===== config.mk =====
export PLATFORM = sky130hd
export DESIGN_NAME = bam_product_accumulator
export DESIGN_NICKNAME = d
export VERILOG_FILES = /design/src/rtl/bam_product_accumulator.sv
export SDC_FILE = /design/constraint.sdc
export NUM_CORES = 1
export LEC_CHECK = 0
export CAP_MARGIN = 25
export CELL_PAD_IN_SITES_DETAIL_PLACEMENT = 1
export CELL_PAD_IN_SITES_GLOBAL_PLACEMENT = 2
export CORE_UTILIZATION = 27
export DETAILED_ROUTE_END_ITERATION = 6
export GPL_TIMING_DRIVEN = 0
export HOLD_SLACK_MARGIN = 0.1
export PLACE_DENSITY_LB_ADDON = 0.1
export SLEW_MARGIN = 20
export SYNTH_ARGS = -nofsm -noshare
export SYNTH_HDL_FRONTEND = slang
export SYNTH_SLANG_ARGS = --single-unit

===== constraint.sdc =====
create_clock -name clk -period 2.1 [get_ports clk]
set_input_delay 0.63 -clock clk [delete_from_list [all_inputs] [get_ports clk]]
set_output_delay 0.63 -clock clk [all_outputs]
set_load 0.05 [all_outputs]

===== src/rtl/bam_product_accumulator.sv =====
// Approximate-MAC back end: accumulates a programmed number of biased products
// from the broken-array multiplier and returns the sum over a valid/ready port.
module bam_product_accumulator #(
  parameter int unsigned       PROD_W = 16,
  parameter int unsigned       ACC_W  = 24,
  parameter int unsigned       LEN_W  = 8,
  parameter logic [PROD_W-1:0] BIAS   = '0
) (
  input  logic              clk,
  input  logic              rst_n,
  input  logic              start,
  input  logic [LEN_W-1:0]  len,
  input  logic              in_valid,
  output logic              in_ready,
  input  logic [PROD_W-1:0] in_prod,
  output logic              out_valid,
  input  logic              out_ready,
  output logic [ACC_W-1:0]  out_acc,
  output logic              out_ovf,
  output logic              busy
);

  // Two guard bits: acc + product + bias can exceed 2^(ACC_W+1) when ACC_W == PROD_W.
  localparam int unsigned SUM_W = ACC_W + 2;

  typedef enum logic [1:0] {
    IDLE = 2'd0,
    ACC  = 2'd1,
    DONE = 2'd2
  } state_t;

  state_t            state, state_nxt;
  logic [ACC_W-1:0]  acc_nxt;
  logic              ovf_nxt;
  logic [LEN_W-1:0]  cnt, cnt_nxt;
  logic [SUM_W-1:0]  sum;

  assign sum = SUM_W'(out_acc) + SUM_W'(in_prod) + SUM_W'(BIAS);

  // Next-state and datapath update
  always_comb begin
    state_nxt = state;
    acc_nxt   = out_acc;
    ovf_nxt   = out_ovf;
    cnt_nxt   = cnt;
    case (state)
      IDLE: begin
        if (start) begin
          acc_nxt = '0;
          ovf_nxt = 1'b0;
          if (len != '0) begin
            cnt_nxt   = len;
            state_nxt = ACC;
          end else begin
            state_nxt = DONE;
          end
        end
      end
      ACC: begin
        if (in_valid) begin
          acc_nxt = sum[ACC_W-1:0];
          if (|sum[SUM_W-1:ACC_W]) begin
            ovf_nxt = 1'b1;
          end
          cnt_nxt = cnt - LEN_W'(1);
          if (cnt == LEN_W'(1)) begin
            state_nxt = DONE;
          end
        end
      end
      DONE: begin
        if (out_ready) begin
          state_nxt = IDLE;
        end
      end
      default: state_nxt = IDLE;
    endcase
  end

  // Handshake flags are registered copies of the next-state decode
  always_ff @(posedge clk or negedge rst_n) begin
    if (!rst_n) begin
      state     <= IDLE;
      out_acc   <= '0;
      out_ovf   <= 1'b0;
      cnt       <= '0;
      in_ready  <= 1'b0;
      out_valid <= 1'b0;
      busy      <= 1'b0;
    end else begin
      state     <= state_nxt;
      out_acc   <= acc_nxt;
      out_ovf   <= ovf_nxt;
      cnt       <= cnt_nxt;
      in_ready  <= (state_nxt == ACC);
      out_valid <= (state_nxt == DONE);
      busy      <= (state_nxt != IDLE);
    end
  end

endmodule


After elaboration in Yosys (flattened, before gate mapping)
Index checks and enable logic that the tools add are counted.
{"block": "word_totals", "ff_bits": 38}
{"block": "op_classes", "add_sub_neg": 2, "n_eq_ne": 9, "n_mux": 17, "reduce_logical": 8}
{"cell": "2-to-1 mux 24 bit", "n": 2}
{"cell": "one-hot mux 24 bit (2 select lines)", "n": 1}
{"cell": "adder 24 x 16 -> 25 bit", "n": 1}
{"cell": "2-to-1 mux 8 bit", "n": 3}
{"cell": "one-hot mux 8 bit (2 select lines)", "n": 1}
{"cell": "2-to-1 mux 2 bit", "n": 5}
{"cell": "equality test 8 x 1 -> 1 bit (second input constant)", "n": 1}
{"cell": "inequality test 2 bit (second input constant)", "n": 4}
{"cell": "AND reduction 4 bit", "n": 2}
{"cell": "nonzero test 8 bit", "n": 1}
{"cell": "subtractor 8 x 1 -> 8 bit (second input constant)", "n": 1}
{"cell": "one-hot mux 2 bit (3 select lines)", "n": 1}
{"cell": "equality test 2 x 1 -> 1 bit (second input constant)", "n": 2}
{"cell": "equality test 2 bit (second input constant)", "n": 2}
{"cell": "nonzero test 2 bit", "n": 2}
{"cell": "2-to-1 mux 1 bit", "n": 3}
{"cell": "AND reduction 3 bit", "n": 1}
{"cell": "zero test 2 bit", "n": 1}
{"cell": "one-hot mux 1 bit (2 select lines)", "n": 1}
{"cell": "OR reduction 2 bit", "n": 1}

Depth between registers and ports, before layout
{"block": "logic_depth", "depth_word": 5, "ltp_mapped": 9, "mapped_depth_nobuf": 8}

Worst setup path before layout
No wires, ideal clock.
{"block": "synth_path", "kind": "register -> register", "startpoint": "register out_acc[0]", "endpoint": "register out_acc[12]", "setup_time_ns": 0.122, "t_arrival_ns": 2.465, "required_ns": 1.978, "setup_slack_ns": -0.486, "stages_incl_launch_ff": 9, "path_buffers": 0, "synth_period_minus_slack_ns": 2.586, "cell_sequence": "dfrtp_1 -> ha_1 -> fa_1 -> a211oi_1 -> nor2_1 -> o31a_1 -> o21ai_0 -> nand3_1 -> a32o_1"}
{"block": "synth_between", "elab_chain_cells": 3}
{"element": "start: declaration", "line_no": "18", "source": "output logic [ACC_W-1:0] out_acc,"}
{"element": "start signal: assignment", "line_no": "92", "source": "out_acc <= acc_nxt;"}
{"element": "adder 24 x 16 -> 25 bit", "line_no": "38", "source": "assign sum = SUM_W'(out_acc) + SUM_W'(in_prod) + SUM_W'(BIAS);"}
{"element": "2-to-1 mux 24 bit", "line_no": "60", "source": "if (in_valid) begin"}
{"element": "one-hot mux 24 bit (2 select lines)", "line_no": "46", "source": "case (state)"}
Every way passes these cells. The select of a mux whose other input is x is not followed.
A chain may end at the register's enable or synchronous reset.

Worst setup path after layout
Same ends and word-level chain as after synthesis.

==> results.sh <==
export IMPL_status="finished with violations"
export IMPL_violations="negative setup slack"
export IMPL_max_stage_delay_ps=430
export IMPL_grt_max_degree=29
export IMPL_antenna_found_initial=0
export IMPL_wirelength_um=9887
export IMPL_synth_top_area_share=0.3519
export IMPL_syn_num_nets=362
export IMPL_ir_drop_mv=0.4709
export IMPL_layout_commonest_cell="nand2_1"
export IMPL_place_hpwl_um=6286
export IMPL_dieHeight_um=102.0
export IMPL_relSlewSlack=0.6622
export IMPL_syn_to_final_growth_pct=72.59
export IMPL_path_delay_family="compound AO/OA/AOI/OAI gates"
export IMPL_cp_num_cells=9
export IMPL_p_leak_nw=2.000
export IMPL_ant_nets=0
export IMPL_dr_pass1_iters=4
export IMPL_clockBufferDepth=2
export IMPL_fp_row_count=36
export IMPL_critical_path_buf_inv_count=1
export IMPL_die_area_sq_mm=0.01041
export IMPL_power_density_mw_per_mm2=1568
export IMPL_viasPerCell=5.160
export IMPL_numCtsBuffers=5
export IMPL_worstPathMaxFanout=3
export IMPL_nets=476
export IMPL_first_global_vias=2934
export IMPL_yosys_warnings=0
export IMPL_finalMaxSlewViolations=0
export IMPL_seq_area_frac_synth=0.3519
export IMPL_post_dp_cell_area_sq_mm=0.003570
export IMPL_io_pins=57
export IMPL_setup_viol=14
export IMPL_grt_overflow=0
export IMPL_synth_flop_cell="dfrtp_1"
export IMPL_gr_usage_all_layers=0.1891
export IMPL_max_freq_ghz=0.4314
export IMPL_path_clk_slew_ps=90
export IMPL_design_area_sq_mm=0.004664
export IMPL_place_congestion=0.7665
export IMPL_crit_end="out_acc[12]"
export IMPL_dr_total_vias=2900
export IMPL_hp_class="input pin to asynchronous set/reset pin"
export IMPL_worstPathArrival_ps=2510
export IMPL_synth_enable_flop_cells=0
export IMPL_skew_ps=11.45
export IMPL_reg2reg_to="out_acc[12]"
export IMPL_synth_cells=314
export IMPL_portBuffers=56
export IMPL_start_kind="flop"
export IMPL_finalHoldViolations=0
export IMPL_antennaDiodeCount=0
export IMPL_drc=0
export IMPL_r2r_start="out_acc[0]"
export IMPL_synth_cell_types=56
export IMPL_cp_cell_sequence="ha_4 > fa_2 > a211oi_2 > nor2_1 > o31a_1 > buf_4 > o21ai_4 > nand3_2 > a32o_1"
export IMPL_critical_path_slowest_cell="dfrtp_2"
export IMPL_crit_path_end_kind="flop"
export IMPL_power_mw=7.316
export IMPL_period_minus_slack_ps=2318
export IMPL_synth_avg_cell_area_sq_um=8.607
export IMPL_rr_worst_depth=9
export IMPL_synth_seq_cells=38
export IMPL_initial_utilization=0.2778
export IMPL_cts_sinks=38
export IMPL_path_class="flop to flop"
export IMPL_fp_dieW_um=102.0
export IMPL_synthArstFlopShare=1.000
export IMPL_layout_setup_ws_ps=-218.0
export IMPL_worstPathRequired_ps=2290
export IMPL_root_buffer="clkbuf_8"
export IMPL_drt_iter0_drc=70
export IMPL_r2r_setup_slack_ps=-220
export IMPL_synth_area_leaders="dfrtp_1 (35%), ha_1 (8.3%), o21ai_0 (5.7%)"
export IMPL_grt_pass1_wl_um=15110
export IMPL_syn_area_sq_mm=0.002703
export IMPL_coreArea_sq_mm=0.009729
export IMPL_worstSetupStartpoint="out_acc[0]"
export IMPL_worstSkewPairLatency_ps=300
export IMPL_worstMarginPinSlew_ps=505.9
export IMPL_cts_tree="built"
export IMPL_cts_htree_levels=2
export IMPL_fillers=1129
export IMPL_drive_gt1_frac=0.4056
export IMPL_final_cell_mix="nand2_1 (35), buf_4 (34), dlygate4sd2_1 (30), dfrtp_1 (27)"
export IMPL_drv_cap=0
export IMPL_yosysTopAreaCell="dfrtp_1"
export IMPL_rsz0062_at_grt="true"
export IMPL_period_share=1.104
export IMPL_drt_wirelength_per_cell_um=17.59
kinds of logic (layout without fill, tap and decap cells):
family          Yosys count  after routing  share of synthesized area
compound gates          106            106                     0.2481
xor+xnor                 11             11                    0.03565
fa+ha+maj                19             19                    0.09074
buf+inv                  20            135                    0.03379
flops                    38             38                     0.3519
mux                       5              5                    0.01898
simple gates            115            115                     0.2208
worst register-to-register path: stages, from the launching register on:
cell and delay, ps:
dfrtp_2 430, ha_4 170, fa_2 350, a211oi_2 230, nor2_1 70, o31a_1 290, buf_4 160, o21ai_4 180
nand3_2 80, a32o_1 250
power by group:
| group | leakage [nW] | internal (mW) | switching (mW) |
|---|---|---|---|
| combinational | 1.47 | 2.36 | 2.86 |
| sequential | 0.465 | 1.02 | 0.297 |
| clock | 0.0683 | 0.477 | 0.310 |
| total | 2.00 | 3.85 | 3.46 |
layout make-up:
cell class                      instances  area, sq um  area share
Buffer                                 11        87.58     0.01878
Sequential cell                        38        964.7      0.2068
Timing Repair Buffer                  110         1020      0.2186
Multi-Input combinational cell        256         2266      0.4858
Clock buffer                            5        68.82     0.01475
Tap cell                              133        166.4     0.03568
Clock inverter                          3        68.82     0.01475
Inverter                                6        22.52    0.004828
stage by stage:
step	worst slack, ps	util	instances	setup TNS [ps]	hold WS (ps)
CTS	-385.2	0.4410	545	-2194	201.8
global route	-325.2	0.4794	562	-2674	202.2
floorplan	-170.1	-	314	-1135	334.4
global placement	-975.9	0.3654	503	-57430	484.9
finish	-218.0	0.4794	562	-1413	197.7
detailed placement	-953.0	0.3669	504	-25310	489.9
synth_stat cells (3+ instances only):
master,instances
a211oi_1,4
a21o_1,8
a21oi_1,26
a22oi_1,3
a31o_2,3
a31oi_1,3
and3_1,3
and4_1,3
buf_2,3
clkbuf_1,8
dfrtp_1,38
ha_1,18
inv_1,6
mux2i_1,4
nand2_1,40
nand3_1,9
nand4_1,4
nor2_1,24
nor3_1,7
nor3b_1,3
nor4_1,3
o21ai_0,31
o21ai_1,4
o31ai_1,6
or2_2,4
or4_1,4
xnor2_1,4
xor2_1,7
layer usage:
layer / part of all wire / routed length (um) / track usage / vias to the layer above
met5: 0 / 0 / 0 / -
met4: 0.020 / 195 / 0.04396 / 0
met3: 0.028 / 273 / 0.03352 / 15
met2: 0.51 / 5018 / 0.3309 / 55
met1: 0.44 / 4398 / 0.2416 / 1430
li1: - / - / - / 1400
how the worst min path moves through the flow:
stage / cells past startpoint / slack [ps] / from / to
after CTS: 1 / 200 / rst_n / out_acc[5]
after detailed placement: 1 / 490 / out_ovf / out_ovf
after global placement: 2 / 480 / cnt[4] / cnt[4]
final: 1 / 200 / rst_n / out_acc[5]
after global routing: 1 / 200 / rst_n / out_acc[5]
after floorplan: 0 / 330 / rst_n / busy
repair_timing:
action                                  in CTS  in global routing
gates resized for setup                    132                 65
pin swaps                                   48                 46
setup buffers                               34                 19
hold buffers                                 0                  0
gates cloned                                 1                  0
endpoints found under the setup margin      58                 27
flip-flops by register name (all words and copies together), names as in the netlist:
| signal | flops |
|---|---|
| out_valid | 1 |
| state | 2 |
| in_ready | 1 |
| busy | 1 |
| out_ovf | 1 |
| out_acc | 24 |
| cnt | 8 |
No activity file was read; power rests on OpenSTA's default activity.
